## config.mk

```make
export PLATFORM = sky130hd
export DESIGN_NAME = weight_load_sequencer
export DESIGN_NICKNAME = d
export VERILOG_FILES = /design/src/rtl/weight_load_sequencer.sv
export SDC_FILE = /design/constraint.sdc
export NUM_CORES = 1
export LEC_CHECK = 0
export BUFFER_PORTS_ARGS = -buffer_cell sky130_fd_sc_hd__buf_2
export CORE_MARGIN = 4
export CORE_UTILIZATION = 40
export CTS_CLUSTER_DIAMETER = 60
export DETAILED_ROUTE_END_ITERATION = 16
export SLEW_MARGIN = 20
export SYNTH_ARGS = -nofsm -noshare
export SYNTH_HDL_FRONTEND = slang
export SYNTH_SLANG_ARGS = --single-unit
export TNS_END_PERCENT = 50
```

## constraint.sdc

```tcl
create_clock -name clk -period 2.25 [get_ports clk]
set_clock_uncertainty 0.2 [all_clocks]
set_input_delay 0.45 -clock clk [delete_from_list [all_inputs] [get_ports clk]]
set_output_delay 0.45 -clock clk [all_outputs]
set_load 0.005 [all_outputs]
```

## src/rtl/weight_load_sequencer.sv

```systemverilog
// Streams one layer of weights out of the synchronous weight RAM in unit-major order and
// steers each word to its neuron unit with a one-hot strobe and slot index, then pulses sum_trigger.
//
// state | meaning
// IDLE  | waiting for start; an out-of-range layer pulses err
// READ  | one RAM read per cycle, read tags enter the latency delay line
// DRAIN | reads done, waiting for the last tag to leave the delay line
// TRIG  | one-cycle sum_trigger, last busy cycle
module weight_load_sequencer #(
  parameter int DATA_W           = 8,
  parameter int NUM_UNITS        = 4,
  parameter int WEIGHTS_PER_UNIT = 4,
  parameter int NUM_LAYERS       = 3,
  parameter int ADDR_W           = 10,
  parameter int RAM_LATENCY      = 1,
  localparam int LAYER_W = (NUM_LAYERS > 1) ? $clog2(NUM_LAYERS) : 1,
  localparam int UNIT_W  = (NUM_UNITS > 1) ? $clog2(NUM_UNITS) : 1,
  localparam int SLOT_W  = (WEIGHTS_PER_UNIT > 1) ? $clog2(WEIGHTS_PER_UNIT) : 1
) (
  input  logic                 clk,
  input  logic                 reset,
  input  logic                 start,
  input  logic [LAYER_W-1:0]   layer,
  output logic [ADDR_W-1:0]    ram_addr,
  output logic                 ram_rd,
  input  logic [DATA_W-1:0]    ram_data,
  output logic [DATA_W-1:0]    weight,
  output logic [NUM_UNITS-1:0] unit_write,
  output logic [SLOT_W-1:0]    unit_waddr,
  output logic                 busy,
  output logic                 sum_trigger,
  output logic                 err
);

  localparam int N = NUM_UNITS * WEIGHTS_PER_UNIT;
  localparam bit ADDR_FITS = (longint'(NUM_LAYERS) * longint'(N)) <= (longint'(1) << ADDR_W);

  typedef enum logic [1:0] {IDLE, READ, DRAIN, TRIG} state_t;

  state_t              state, state_nxt;
  logic [ADDR_W-1:0]   addr_q;
  logic [UNIT_W-1:0]   unit_q;
  logic [SLOT_W-1:0]   slot_q;
  logic                bad_layer, accept, last_slot, last_read, rd_now;
  logic                tap_v, pending;
  logic [UNIT_W-1:0]   tap_unit;
  logic [SLOT_W-1:0]   tap_slot;

  assign bad_layer = 32'(layer) >= 32'(NUM_LAYERS);
  assign accept    = (state == IDLE) && start && !bad_layer;
  assign last_slot = slot_q == SLOT_W'(WEIGHTS_PER_UNIT - 1);
  assign last_read = last_slot && (unit_q == UNIT_W'(NUM_UNITS - 1));
  assign rd_now    = state == READ;

  always_ff @(posedge clk or posedge reset) begin
    if (reset) state <= IDLE;
    else       state <= state_nxt;
  end

  always_comb begin
    state_nxt = state;
    case (state)
      IDLE:  if (accept) state_nxt = READ;
      READ:  if (last_read) state_nxt = DRAIN;
      DRAIN: if (!pending) state_nxt = TRIG;
      TRIG:  state_nxt = IDLE;
      default: state_nxt = IDLE;
    endcase
  end

  // The captured layer lives on as the running read address.
  always_ff @(posedge clk or posedge reset) begin
    if (reset) begin
      addr_q <= '0;
      unit_q <= '0;
      slot_q <= '0;
      err    <= 1'b0;
    end else begin
      err <= (state == IDLE) && start && bad_layer;
      if (accept) begin
        addr_q <= ADDR_W'(layer) * ADDR_W'(N);
        unit_q <= '0;
        slot_q <= '0;
      end else if (rd_now) begin
        addr_q <= addr_q + 1'b1;
        if (last_slot) begin
          slot_q <= '0;
          unit_q <= unit_q + 1'b1;
        end else begin
          slot_q <= slot_q + 1'b1;
        end
      end
    end
  end

  // Tags ride alongside the RAM pipeline so they line up with ram_data when it is sampled.
  generate
    if (RAM_LATENCY > 1) begin : g_delay
      localparam int D = RAM_LATENCY - 1;
      logic [D-1:0]      dv;
      logic [UNIT_W-1:0] du [D];
      logic [SLOT_W-1:0] ds [D];

      always_ff @(posedge clk or posedge reset) begin
        if (reset) begin
          dv <= '0;
          for (int i = 0; i < D; i++) begin
            du[i] <= '0;
            ds[i] <= '0;
          end
        end else begin
          dv[0] <= rd_now;
          du[0] <= unit_q;
          ds[0] <= slot_q;
          for (int i = 1; i < D; i++) begin
            dv[i] <= dv[i-1];
            du[i] <= du[i-1];
            ds[i] <= ds[i-1];
          end
        end
      end

      assign tap_v    = dv[D-1];
      assign tap_unit = du[D-1];
      assign tap_slot = ds[D-1];
      assign pending  = |dv;
    end else begin : g_direct
      assign tap_v    = rd_now;
      assign tap_unit = unit_q;
      assign tap_slot = slot_q;
      assign pending  = rd_now;
    end
  endgenerate

  always_ff @(posedge clk or posedge reset) begin
    if (reset) begin
      weight     <= '0;
      unit_write <= '0;
      unit_waddr <= '0;
    end else begin
      unit_write <= tap_v ? (NUM_UNITS'(1) << tap_unit) : '0;
      if (tap_v) begin
        weight     <= ram_data;
        unit_waddr <= tap_slot;
      end
    end
  end

  assign ram_rd      = rd_now;
  assign ram_addr    = rd_now ? addr_q : '0;
  assign busy        = state != IDLE;
  assign sum_trigger = state == TRIG;

  a_addr_fits: assert property (@(posedge clk) ADDR_FITS)
    else $error("weight_load_sequencer: layers do not fit in ADDR_W");

endmodule

```

-- After elaboration in Yosys (flattened, before gate mapping)
Index checks and enable logic that the tools add are counted.
- add/sub/neg operators: 3
- order comparisons: 1
- equality and inequality tests: 7
- shifts and indexed selects: 1
- mux-type cells: 13
- reduce and logical (&&, ||, !) cells: 11
- operator list (kind ; number):
    $mux 10 ; 3
    $mux 2 ; 8
    $add 10x1->10 const B ; 1
    $eq 2x2->1 const B ; 4
    $pmux 2 s4 ; 1
    $reduce_bool 2->1 ; 3
    $add 2x1->2 const B ; 2
    $logic_and 1x1->1 ; 4
    $mux 4 ; 1
    $ne 2x2->1 const B ; 2
    $reduce_and 2->1 ; 2
    $shl 1x2->4 const A ; 1
    $eq 2x1->1 const B ; 1
    $ge 2x2->1 const B ; 1
    $logic_not 2->1 ; 1
    $logic_not 1->1 ; 1
- bits in registers: 31
- input bits: 13
- output and inout port bits: 28
- word-level logic and storage cells: 44

-- Longest topological paths before layout
Gate-level depths: netlist of the first run.
- depth in word-level cells: 5
- gate-level depth with buffers: 6
- depth with buffers taken out: 6

-- Worst setup path before layout of the first run
OpenSTA, ideal clock, no wires.
- path type: register to register
- start: register state[0]
- end: register state[1]
- data arrival time: 1514 ps
- data required time: 1925 ps
- setup slack: 412 ps
- cell stages (with the launch flop): 7
- path buffers: 0
- clock period less this slack: 1838 ps
- path through: dfrtp_1 > inv_1 > ha_1 > nand2_1 > a21oi_4 > a2bb2oi_1 > mux2_2
- cells in the longest elaborated chain, start to end: 5
- elaborated cells on any way between the ends: 10
- RTL lines (element ; line ; source):
    start: declaration ; 40 ; state_t state, state_nxt;
    start signal: assignment ; 57 ; else state <= state_nxt;
    $logic_not 2->1 ; 50, 62 ;
    $logic_and 1x1->1 (2 in series) ; 50 ; assign accept = (state == IDLE) && start && !bad_layer;
    $ne 2x2->1 (no line) ; -- ;
    $reduce_and 2->1 (no line) ; -- ;
Several ways; a longest one is shown, not always the timed one.
A chain may end at the register's enable or synchronous reset.

-- Worst setup path in the final report of the first run
- start: register state[1]
- end: output port ram_addr[2]
- cells in the longest elaborated chain, start to end: 2
- RTL lines (element ; line ; source):
    $eq 2x1->1 ; 53 ; assign rd_now = state == READ;
    $mux 10 ; 150 ; assign ram_addr = rd_now ? addr_q : '0;
    end: declaration ; 24 ; output logic [ADDR_W-1:0] ram_addr,
No other way between the ends.

==> implementation parameters, run 1 <==
Parameter                              Value

Critical path
  Data arrival time of the critical path ... 1.38 ns
  Worst setup path category ... reg2out
  Largest fanout of any net on the critical path ... 16
  CP endpoint kind ... output pin
  Register-to-register setup slack ... 0.28 ns
  Required arrival time at the worst endpoint ... 1.60 ns
  Kind of start point of the critical path ... flop

Timing
  Accumulated negative setup slack ... 0 ns
  Final Slew Violations ... 0
  Fin crit period ... 2.034 ns
  Setup repair after global routing missed its margin ... no
  Share of the clock period used by the worst path after layout ... 90.39%
  Slew @ Worst Pin ... 0.3784 ns
  Number of hold-slack violations in the final timing report ... 0
  Slew margin rel. ... 74.78%
  Number of failing setup endpoints in the final timing report ... 0
  Highest attainable clock frequency ... 491.7 MHz

Cells and area
  Growth of design area from synthesis to finish ... 23.93%
  Total number of nets in the final design ... 203
  Final-layout fill cell count ... 370
  Total area of sequential cells ... 775.7 sq um
  Total non-filler cell area in the finished layout ... 1847 sq um
  Share of post-route cells with drive strength above 1 ... 35.00%
  Multi-input gate area ... 683.2 sq um
  Count of antenna diodes in the layout ... 0
  Utilization after layout ... 53.25%

Status
  Run status ... completed

Routing
  Antenna-violating nets left ... 0
  Vias ... 1039
  DRC violation total after the first TritonRoute iteration ... 53
  Detailed Route WL ... 2.786 mm
  Detailed-route wire length per cell ... 12.33 microns
  DRC errors left ... 0
  DR pass1 iterations ... 3
  Routed vias/inst ... 4.597

Clocking
  Maximum clock insertion buffer count ... 2
  Clock insertion delay at the later pin of the skew report ... 0.28 ns
  Clock tree from TritonCTS ... yes
  Total number of H-tree levels ... 2
  Number of buffers added by the clock tree synthesis step ... 5
  Clock net sink count ... 31
  Clock slew at reported path FFs ... 0.06 ns
  Clk Tree Root Cell ... clkbuf_8

Placement
  Half-perimeter wire length after detailed placement ... 2.069 mm
  Total cell area at the placement stage ... 1753 sq um
  Input/output buffers ... 40
  Last weighted congestion value of the routability-driven placer ... 0.7785

Power
  Clock share of power ... 18.7%
  Worst vdd ir ... 0.0007293 V
  Cell-internal power ... 1.436 mW
  Relative contribution of sequential cells to total power ... 41.9%
  PD cells ... 1189 nW/um^2
  Leak Pwr ... 0.9337 nW
  Power spent charging and discharging nets ... 761.2 uW
  Switching Share ... 34.65%
  Combinational fraction of design power ... 39.5%

Logic synthesis
  Cells after Synth ... 133
  Synthesized netlist net count ... 157
  Area fraction in compound gates after synthesis ... 3.359%
  Simple-gate area share of the yosys netlist ... 16.12%
  Adder and majority gate portion of the synthesized area ... 9.236%
  Top area cells in the synthesized netlist ... dfrtp_1 (52%), ha_1 (9.2%), mux2_2 (8.3%), and2_1 (5.9%), nor2_1 (3.5%)
  Synth cell count leaders ... dfrtp_1 (31), and2_1 (14), nor2_1 (14)
  EDFF count, synth ... 0
  Leading cell type by number of instances after synthesis ... dfrtp_1
  Sequential share of the synthesized area ... 52.06%
  Multiplexer area fraction after synthesis ... 11.00%
  Largest family of logic cells by synthesized area ... simple AND/OR/NAND/NOR gates
  Primary FF master, synth ... dfrtp_1
  Post-Syn Area ... 1490 sq um
  Unique masters post-synth ... 20
  Post-synth ARST share ... 100.0%
  Number of storage elements in the synthesis netlist ... 31
  Synthesized area divided by synthesized cell count ... 11.20 sq um
  Leading area contributor after synthesis ... dfrtp_1
  Portion of synthesized cell area occupied by the leading cell type ... 52.06%
  Xor/xnor cell area share of the yosys netlist ... 5.290%
  Count of yosys warnings during synthesis ... 0

Global route
  Initial antenna violation count ... 0
  Global-route wire length before repair ... 4.919 mm
  Global route overflow ... 0
  Largest net degree at the start of global routing ... 32
  Vias in the first global route ... 1109
  Total global routing track utilization ... 12.63%

Floorplan
  Top-Level Pins ... 41
  Width of the die ... 69.04 microns
  Initial standard-cell utilization of the core ... 42.97%
  Row cnt ... 21
  Die span in y ... 69.04 microns
  Core area ... 3468 sq um
  Area enclosed by the die boundary ... 4766 sq um

Worst hold path
  Path type of the worst min-delay path ... in2async

Flow run
  Reported max-cap violation count ... 0
## cells by family (layout without fill, tap and decap cells)
| kind of cell | after synthesis | count (layout) |
|---|---|---|
| buffers and inverters | 11 | 58 |
| adder cells (fa/ha/maj) | 11 | 11 |
| XOR/XNOR | 9 | 9 |
| multiplexers | 15 | 15 |
| flip-flops | 31 | 31 |
| AND/OR/NAND/NOR | 49 | 49 |
| AO/OA/AOI/OAI | 7 | 7 |
## state kept, by name, summed over array words and instances (netlist names)
name / count
weight: 8
unit_waddr: 2
unit_write: 4
err: 1
state: 2
slot_q: 2
tap_unit: 2
addr_q: 10
## critical path, cell delays in order (launching register included)
cell,delay [ns]
dfrtp_1,0.41
inv_1,0.15
ha_4,0.24
and2_1,0.18
buf_2,0.12
## power groups by stage
stage	registers [mW]	logic (mW)	clock network [mW]
floorplan	0.908	0.584	0
global placement	0.914	0.843	0
detailed placement	0.930	0.867	0
CTS	0.919	0.877	0.424
global route	0.953	0.982	0.449
finish	0.920	0.867	0.410
## through the flow
stage / cells / worst slack [ns] / hold slack [ns] / power [mW]
after floorplan: 133 / 0.4117 / 0.3025 / 1.492
after global placement: 218 / 0.3071 / 0.2870 / 1.757
after detailed placement: 218 / 0.1962 / 0.2908 / 1.796
after CTS: 226 / 0.09260 / 0.04354 / 2.219
after global routing: 226 / 0.1107 / 0.07928 / 2.385
final: 226 / 0.2161 / 0.03170 / 2.197
## area by class of cell
class                           count  share of cell area [%]
Sequential cell                    31                   42.01
Inverter                            7                   1.423
Timing Repair Buffer               43                   12.06
Tap cell                           46                   3.117
Clock buffer                        7                   4.133
Multi-Input combinational cell     91                   36.99
Clock inverter                      1                  0.2710
## per-layer routing
metal / global-route usage (%) / vias to the layer above / share of wire, %
met5: 0 / - / 0
met2: 20.55 / 20 / 49
met4: 7.158 / 0 / 1.9
met3: 3.343 / 5 / 4.9
li1: - / 523 / -
met1: 15.00 / 491 / 44
## final timing paths
check                                       from                    end  depth (start not counted)
max                         state[1]$_DFFE_PP0P_            ram_addr[2]                          4
min                                        reset  weight[4]$_DFFE_PP0P_                          3
max reg2reg                 state[0]$_DFFE_PP0P_   state[1]$_DFFE_PP0P_                          6
min reg2reg                weight[1]$_DFFE_PP0P_  weight[1]$_DFFE_PP0P_                          1
max in group asynchronous                  reset   state[1]$_DFFE_PP0P_                          3
min in group clk                     ram_data[7]  weight[7]$_DFFE_PP0P_                          2
## cell usage in the layout (no fill, tap or decap), drive strengths merged, types with 6 or more instances in the layout
master   n
and2    14
ha      11
buf     43
inv      7
clkbuf   7
xnor2    6
nand2   11
mux2    11
dfrtp   31
nor2    14
## timing repair
action                                  CTS  global route
endpoints found under the setup margin   10             1
gates resized for setup                   1             1
buffers inserted                          0             0
hold buffers                              0             0
(Power assumes the default switching activity.)
==> run 2: changes to the inputs <==
--- a/config.mk
+++ b/config.mk
@@ -10,6 +10,7 @@
 export CORE_UTILIZATION = 40
 export CTS_CLUSTER_DIAMETER = 60
 export DETAILED_ROUTE_END_ITERATION = 16
+export GPL_TIMING_DRIVEN = 0
 export SLEW_MARGIN = 20
 export SYNTH_ARGS = -nofsm -noshare
 export SYNTH_HDL_FRONTEND = slang
==> run 2 against run 1 <==
  * Global-route usage grew 0.15 points
  * Core utilization is essentially flat
  * Fmax shrank 4.2%
  * Largest cell class unchanged
  * Highest routed layer unchanged
==> implementation parameters, run 2 (synthesis results as in run 1) <==
Parameter                              Value

Global route
  Initial antenna violation count ... 0 (unchanged)
  Global-route wire length before repair ... 4.843 mm (-1.5%)
  Global route overflow ... 0 (unchanged)
  Total global routing track utilization ... 12.78% (+0.15 points)
  Largest net degree at the start of global routing ... 32 (unchanged)
  Vias in the first global route ... 1047 (-5.6%)

Cells and area
  Count of antenna diodes in the layout ... 0 (unchanged)
  Commonest non-fill, non-tap cells in the layout ... buf_2 (41), dfrtp_1 (31), nor2_1 (14), and2_1 (14)
  Utilization after layout ... 53.21% (about the same)
  Share of post-route cells with drive strength above 1 ... 35.75% (+0.75 points)
  Most flops, register ... addr_q
  Growth of design area from synthesis to finish ... 23.85% (about the same)
  Registers with the highest flip-flop counts ... addr_q (10), weight (8), unit_write (4)
  Largest register FFs ... 10 (unchanged)
  Final-layout fill cell count ... 359 (-3.0%)
  Total number of nets in the final design ... 204 (+0.49%)
  Leading cell type in the layout, fill and taps excluded ... buf_2

Timing
  Share of the clock period used by the worst path after layout ... 94.33% (+3.9 points)
  Number of hold-slack violations in the final timing report ... 0 (unchanged)
  Final Slew Violations ... 0 (unchanged)
  Number of failing setup endpoints in the final timing report ... 0 (unchanged)
  Setup repair after global routing missed its margin ... no
  Slew margin rel. ... 56.82% (-18 points)
  Slew @ Worst Pin ... 0.6468 ns (+0.2684 ns)
  Fin crit period ... 2.123 ns (+0.08864 ns)
  Highest attainable clock frequency ... 471.1 MHz (-4.2%)
  Accumulated negative setup slack ... 0 ns (unchanged)

Clocking
  Post-CTS setup buffer count ... 0 (unchanged)
  Clock tree from TritonCTS ... yes
  Hold-fix buffers at CTS ... 0 (unchanged)
  Clk Tree Root Cell ... clkbuf_8
  Clock insertion delay at the later pin of the skew report ... 0.27 ns (about the same)
  Number of buffers added by the clock tree synthesis step ... 5 (unchanged)
  Clock slew at reported path FFs ... 0.06 ns (about the same)
  Clock net sink count ... 31 (unchanged)
  Maximum clock insertion buffer count ... 2 (unchanged)
  Total number of H-tree levels ... 2 (unchanged)

Critical path
  Slowest cell on the critical path ... dfrtp_1
  Largest stage delay, worst path ... 0.42 ns (about the same)
  Worst setup path category ... reg2out
  Kind of start point of the critical path ... flop
  Register-to-register setup slack ... 0.19 ns (-0.09 ns)
  Required arrival time at the worst endpoint ... 1.60 ns (about the same)
  Launch instance of the worst register-to-register path ... state[0]$_DFFE_PP0P_
  CP endpoint kind ... output pin
  Setup crit start ... state[1]$_DFFE_PP0P_
  Data arrival time of the critical path ... 1.47 ns (+0.09 ns)
  Largest fanout of any net on the critical path ... 10 (-6)
  Critical path cell sequence ... inv_1 -> ha_4 -> buf_4 -> and2_1 -> buf_2

Power
  PD cells ... 1209 nW/um^2 (+1.7%)
  Leak Pwr ... 0.9291 nW (-0.49%)
  Worst vdd ir ... 0.0006105 V (-16%)

Floorplan
  Row cnt ... 21 (unchanged)
  Width of the die ... 69.04 microns (unchanged)
  Core area ... 3468 sq um (unchanged)
  Die span in y ... 69.04 microns (unchanged)
  Area enclosed by the die boundary ... 4766 sq um (unchanged)
  Top-Level Pins ... 41 (unchanged)
  Initial standard-cell utilization of the core ... 42.97% (unchanged)

Worst hold path
  Path type of the worst min-delay path ... in2async

Routing
  Detailed Route WL ... 2.938 mm (+5.5%)
  DRC violation total after the first TritonRoute iteration ... 33 (-38%)
  Antenna-violating nets left ... 0 (unchanged)
  Vias ... 1056 (+1.6%)
  Detailed-route wire length per cell ... 13.06 microns (+5.9%)
  DR pass1 iterations ... 4 (+1)
  Routed vias/inst ... 4.693 (+2.1%)
  DRC errors left ... 0 (unchanged)

Placement
  Last weighted congestion value of the routability-driven placer ... 0.8143 (+4.6%)
  Input/output buffers ... 40 (unchanged)
  Half-perimeter wire length after detailed placement ... 2.103 mm (+1.6%)

Status
  Run status ... completed

Flow run
  Reported max-cap violation count ... 0 (unchanged)
[run 2: cell types whose count changed in the layout (fill, tap and decap cells not counted)]
cell	delta
a2bb2oi_1	-1
buf_4	-2
clkbuf_4	+1
clkinv_2	-1
a2bb2oi_2	+1
buf_2	+1
inv_1	-1
inv_2	+1
[run 2: path summary, 6_finish.rpt]
kind | to | cells after the start
max in group asynchronous | unit_write[3]$_DFF_PP0_ | 2
min in group clk | weight[7]$_DFFE_PP0P_ | 2
worst min-delay path | addr_q[5]$_DFFE_PP0P_ | 2
worst max-delay path | ram_addr[9] | 5
worst min register to register | unit_waddr[1]$_DFFE_PP0P_ | 1
worst max register to register | state[1]$_DFFE_PP0P_ | 6
[run 2: layer usage]
metal	GRT usage [%]	part of all wire, %
met1	14.98	45
met2	21.29	49
met3	4.797	4.4
met4	4.555	1.2
met5	0	0
[run 2: worst max-delay path, delay by kind of cell, from the launching register on]
| family | cells | cell delay (ns) |
|---|---|---|
| and+or+nand+nor | 1 | 0.14 |
| DFF | 1 | 0.42 |
| buffers and inverters | 3 | 0.45 |
| adders and majority gates | 1 | 0.20 |
[run 2: power by group]
group          switching [mW]  total (mW)  internal [mW]
clock                   0.184       0.390          0.206
sequential              0.151       0.914          0.763
combinational           0.453       0.928          0.475
total                   0.788        2.23           1.44
[run 2: repair_timing]
action / CTS / global route
resized for setup: 3 / 4
pin swaps: 0 / 0
setup endpoints to repair: 9 / 9
[run 2: layout make-up]
cell class	count	area (sq um)	area share, %
buffer	4	23.77	1.288
tap	46	57.56	3.119
sequential	31	775.7	42.03
clock buffer	6	72.57	3.932
inverter	7	26.28	1.424
timing repair buffer	40	200.2	10.85
multi-input combinational	91	689.4	37.36
[run 2: per-stage QoR]
step                hold WS, ns  power (mW)  setup slack (ns)  std cells  instance area [sq um]
floorplan                0.3025       1.492            0.4117        133                   1490
CTS                     0.08809       2.233           0.01576        225                   1827
global route             0.1173       2.407           0.03339        225                   1846
global placement         0.2859       1.768            0.2080        219                   1748
detailed placement       0.2904       1.818            0.1357        219                   1748
finish                  0.06208       2.232            0.1275        225                   1846
==> run 3: changes to the inputs <==
--- a/config.mk
+++ b/config.mk
@@ -7,7 +7,7 @@
 export LEC_CHECK = 0
 export BUFFER_PORTS_ARGS = -buffer_cell sky130_fd_sc_hd__buf_2
 export CORE_MARGIN = 4
-export CORE_UTILIZATION = 40
+export CORE_UTILIZATION = 29
 export CTS_CLUSTER_DIAMETER = 60
 export DETAILED_ROUTE_END_ITERATION = 16
 export GPL_TIMING_DRIVEN = 0
==> run 3 against run 2 <==
  * Die area grew 33%
  * Critical endpoint unchanged
  * Highest routed layer unchanged
  * Routed wire length shrank 0.95%
  * Clock-buffer cell count is the same
  * Flip-flop and latch count is the same
  * Final cell count grew 9.3%
  * Global-route usage shrank 2.6 points
  * Register-to-register slack is essentially flat
  * First-iteration DRC count shrank 3.0%
==> implementation parameters, run 3 (synthesis results as in run 1) <==
Parameter                              Value

Routing
  DRC errors left ... 0 (unchanged)
  Detailed Route WL ... 2.910 mm (-0.95%)
  Routed vias/inst ... 4.236 (-9.7%)
  Vias ... 1042 (-1.3%)
  DRC violation total after the first TritonRoute iteration ... 32 (-3.0%)
  Detailed-route wire length per cell ... 11.83 microns (-9.4%)
  Antenna-violating nets left ... 0 (unchanged)
  DR pass1 iterations ... 4 (unchanged)

Timing
  Highest attainable clock frequency ... 474.5 MHz (+0.72%)
  Share of the clock period used by the worst path after layout ... 93.66% (-0.67 points)
  Setup repair after global routing missed its margin ... no
  Slew margin rel. ... 57.42% (+0.60 points)
  Smallest hold slack ... 0.06220 ns (+0.0001282 ns)
  Fin crit period ... 2.107 ns (-0.01511 ns)
  Final Slew Violations ... 0 (unchanged)
  Number of failing setup endpoints in the final timing report ... 0 (unchanged)
  Accumulated negative setup slack ... 0 ns (unchanged)
  Slew @ Worst Pin ... 0.6378 ns (-0.008935 ns)
  Number of hold-slack violations in the final timing report ... 0 (unchanged)

Critical path
  CP endpoint kind ... output pin
  Worst setup path category ... reg2out
  Required arrival time at the worst endpoint ... 1.60 ns (about the same)
  Data arrival time of the critical path ... 1.46 ns (about the same)
  Largest fanout of any net on the critical path ... 10 (unchanged)
  Kind of start point of the critical path ... flop
  Cell count of the worst reg-to-reg path ... 6 (unchanged)

Floorplan
  Initial standard-cell utilization of the core ... 30.74% (-12 points)
  Area enclosed by the die boundary ... 6350 sq um (+33%)
  Core area ... 4848 sq um (+40%)
  Die span in y ... 79.69 microns (+15%)
  Top-Level Pins ... 41 (unchanged)
  Width of the die ... 79.69 microns (+15%)
  Row cnt ... 25 (+19%)

Worst hold path
  Path type of the worst min-delay path ... in2async

Global route
  Initial antenna violation count ... 0 (unchanged)
  Largest net degree at the start of global routing ... 32 (unchanged)
  Global route overflow ... 0 (unchanged)
  Global-route wire length before repair ... 4.954 mm (+2.3%)
  Total global routing track utilization ... 10.14% (-2.6 points)
  Vias in the first global route ... 1044 (-0.29%)

Placement
  Input/output buffers ... 40 (unchanged)
  Total cell area at the placement stage ... 1774 sq um (+1.5%)
  Last weighted congestion value of the routability-driven placer ... 0.7573 (-7.0%)
  Total placed cells including tap cells ... 240 (+9.6%)
  Half-perimeter wire length after detailed placement ... 2.187 mm (+4.0%)

Power
  Clock share of power ... 17.3% (-0.2 points)
  Leak Pwr ... 0.9281 nW (-0.10%)
  Total power consumption of the routed design ... 2.192 mW (-1.8%)
  PD cells ... 1175 nW/um^2 (-2.9%)
  Power spent charging and discharging nets ... 757.4 uW (-3.9%)
  Relative contribution of sequential cells to total power ... 42.0% (+1.0 points)
  Worst vdd ir ... 0.0005376 V (-12%)
  Cell-internal power ... 1.434 mW (-0.65%)
  Combinational fraction of design power ... 40.7% (-0.9 points)
  Switching Share ... 34.56% (-0.76 points)

Clocking
  Clock insertion delay at the later pin of the skew report ... 0.27 ns (about the same)
  Maximum clock insertion buffer count ... 2 (unchanged)
  Clock net sink count ... 31 (unchanged)
  Total number of H-tree levels ... 2 (unchanged)
  Clk Tree Root Cell ... clkbuf_8
  Clock tree from TritonCTS ... yes
  Clock slew at reported path FFs ... 0.06 ns (about the same)
  Number of buffers added by the clock tree synthesis step ... 5 (unchanged)

Cells and area
  Growth of design area from synthesis to finish ... 25.19%
  Share of post-route cells with drive strength above 1 ... 35.20% (-0.56 points)
  Total number of nets in the final design ... 204 (unchanged)
  Leading cell type in the layout, fill and taps excluded ... buf_2
  Final-layout fill cell count ... 502 (+40%)
  Most flops, register ... addr_q
  Registers with the highest flip-flop counts ... addr_q (10), weight (8), unit_write (4)
  Commonest non-fill, non-tap cells in the layout ... buf_2 (41), dfrtp_1 (31), nor2_1 (14), and2_1 (14)
  Largest register FFs ... 10 (unchanged)
  Total non-filler cell area in the finished layout ... 1866 sq um (+1.1%)
  Count of antenna diodes in the layout ... 0 (unchanged)
  Post-route non-filler standard cell count ... 246 (+9.3%)

Status
  Run status ... completed

Flow run
  Reported max-cap violation count ... 0 (unchanged)
==> run 3: cell counts in the layout (fill, tap and decap cells not counted) <==
Identical to the previous run, type by type.
==> run 3: repair_timing <==
action,4_1_cts,5_1_grt
pin swaps,0,0
buffers inserted,0,0
resized for setup,3,3
hold endpoints to repair,0,0
endpoints found under the setup margin,9,9
hold buffers,0,0
==> run 3: stage by stage <==
step | worst slack (ns) | utilization [%]
3_5_place_dp | 0.1528 | 36.59
5_1_grt | 0.02455 | 38.48
4_1_cts | 0.03265 | 38.22
3_3_place_gp | 0.1721 | 36.59
6_report | 0.1426 | 38.48
2_1_floorplan | 0.4117 | -
==> run 3: worst max-delay path, cell delays in order, from the launching register on <==
cell and delay (ns):
dfrtp_1 0.42, inv_1 0.15, ha_4 0.19, buf_4 0.19, and2_1 0.13, buf_2 0.10
==> run 3: per-layer routing <==
layer  wire (microns)  GRT usage [%]
met1             1308          12.87
met2             1445          16.03
met3               98          2.370
met4               58          5.155
met5                0              0
==> run 3: layout make-up <==
class / count / area [sq um] / area share [%]
clock buffer: 6 / 72.57 / 3.890
sequential: 31 / 775.7 / 41.58
multi-input combinational: 91 / 683.2 / 36.62
buffer: 4 / 23.77 / 1.274
tap: 67 / 83.83 / 4.494
timing repair buffer: 40 / 200.2 / 10.73
inverter: 7 / 26.28 / 1.408
==> run 3: worst paths after layout <==
check | from | to | slack, ns
setup / recovery | state[1]$_DFFE_PP0P_ | ram_addr[9] | 0.14
hold / removal | reset | weight[0]$_DFFE_PP0P_ | 0.06
setup reg to reg | state[1]$_DFFE_PP0P_ | state[1]$_DFFE_PP0P_ | 0.19
hold reg to reg | weight[6]$_DFFE_PP0P_ | weight[6]$_DFFE_PP0P_ | 0.30
max in group asynchronous | reset | addr_q[2]$_DFFE_PP0P_ | 1.37
min in group clk | ram_data[2] | weight[2]$_DFFE_PP0P_ | 0.21
==> run 3: power groups by stage <==
stage          clock network [mW]  registers [mW]  logic (mW)
4_1_cts                     0.398           0.921       0.900
6_report                    0.378           0.921       0.892
3_5_place_dp                    0           0.927       0.885
3_3_place_gp                    0           0.920       0.867
2_1_floorplan                   0           0.908       0.584
5_1_grt                     0.428           0.956        1.01
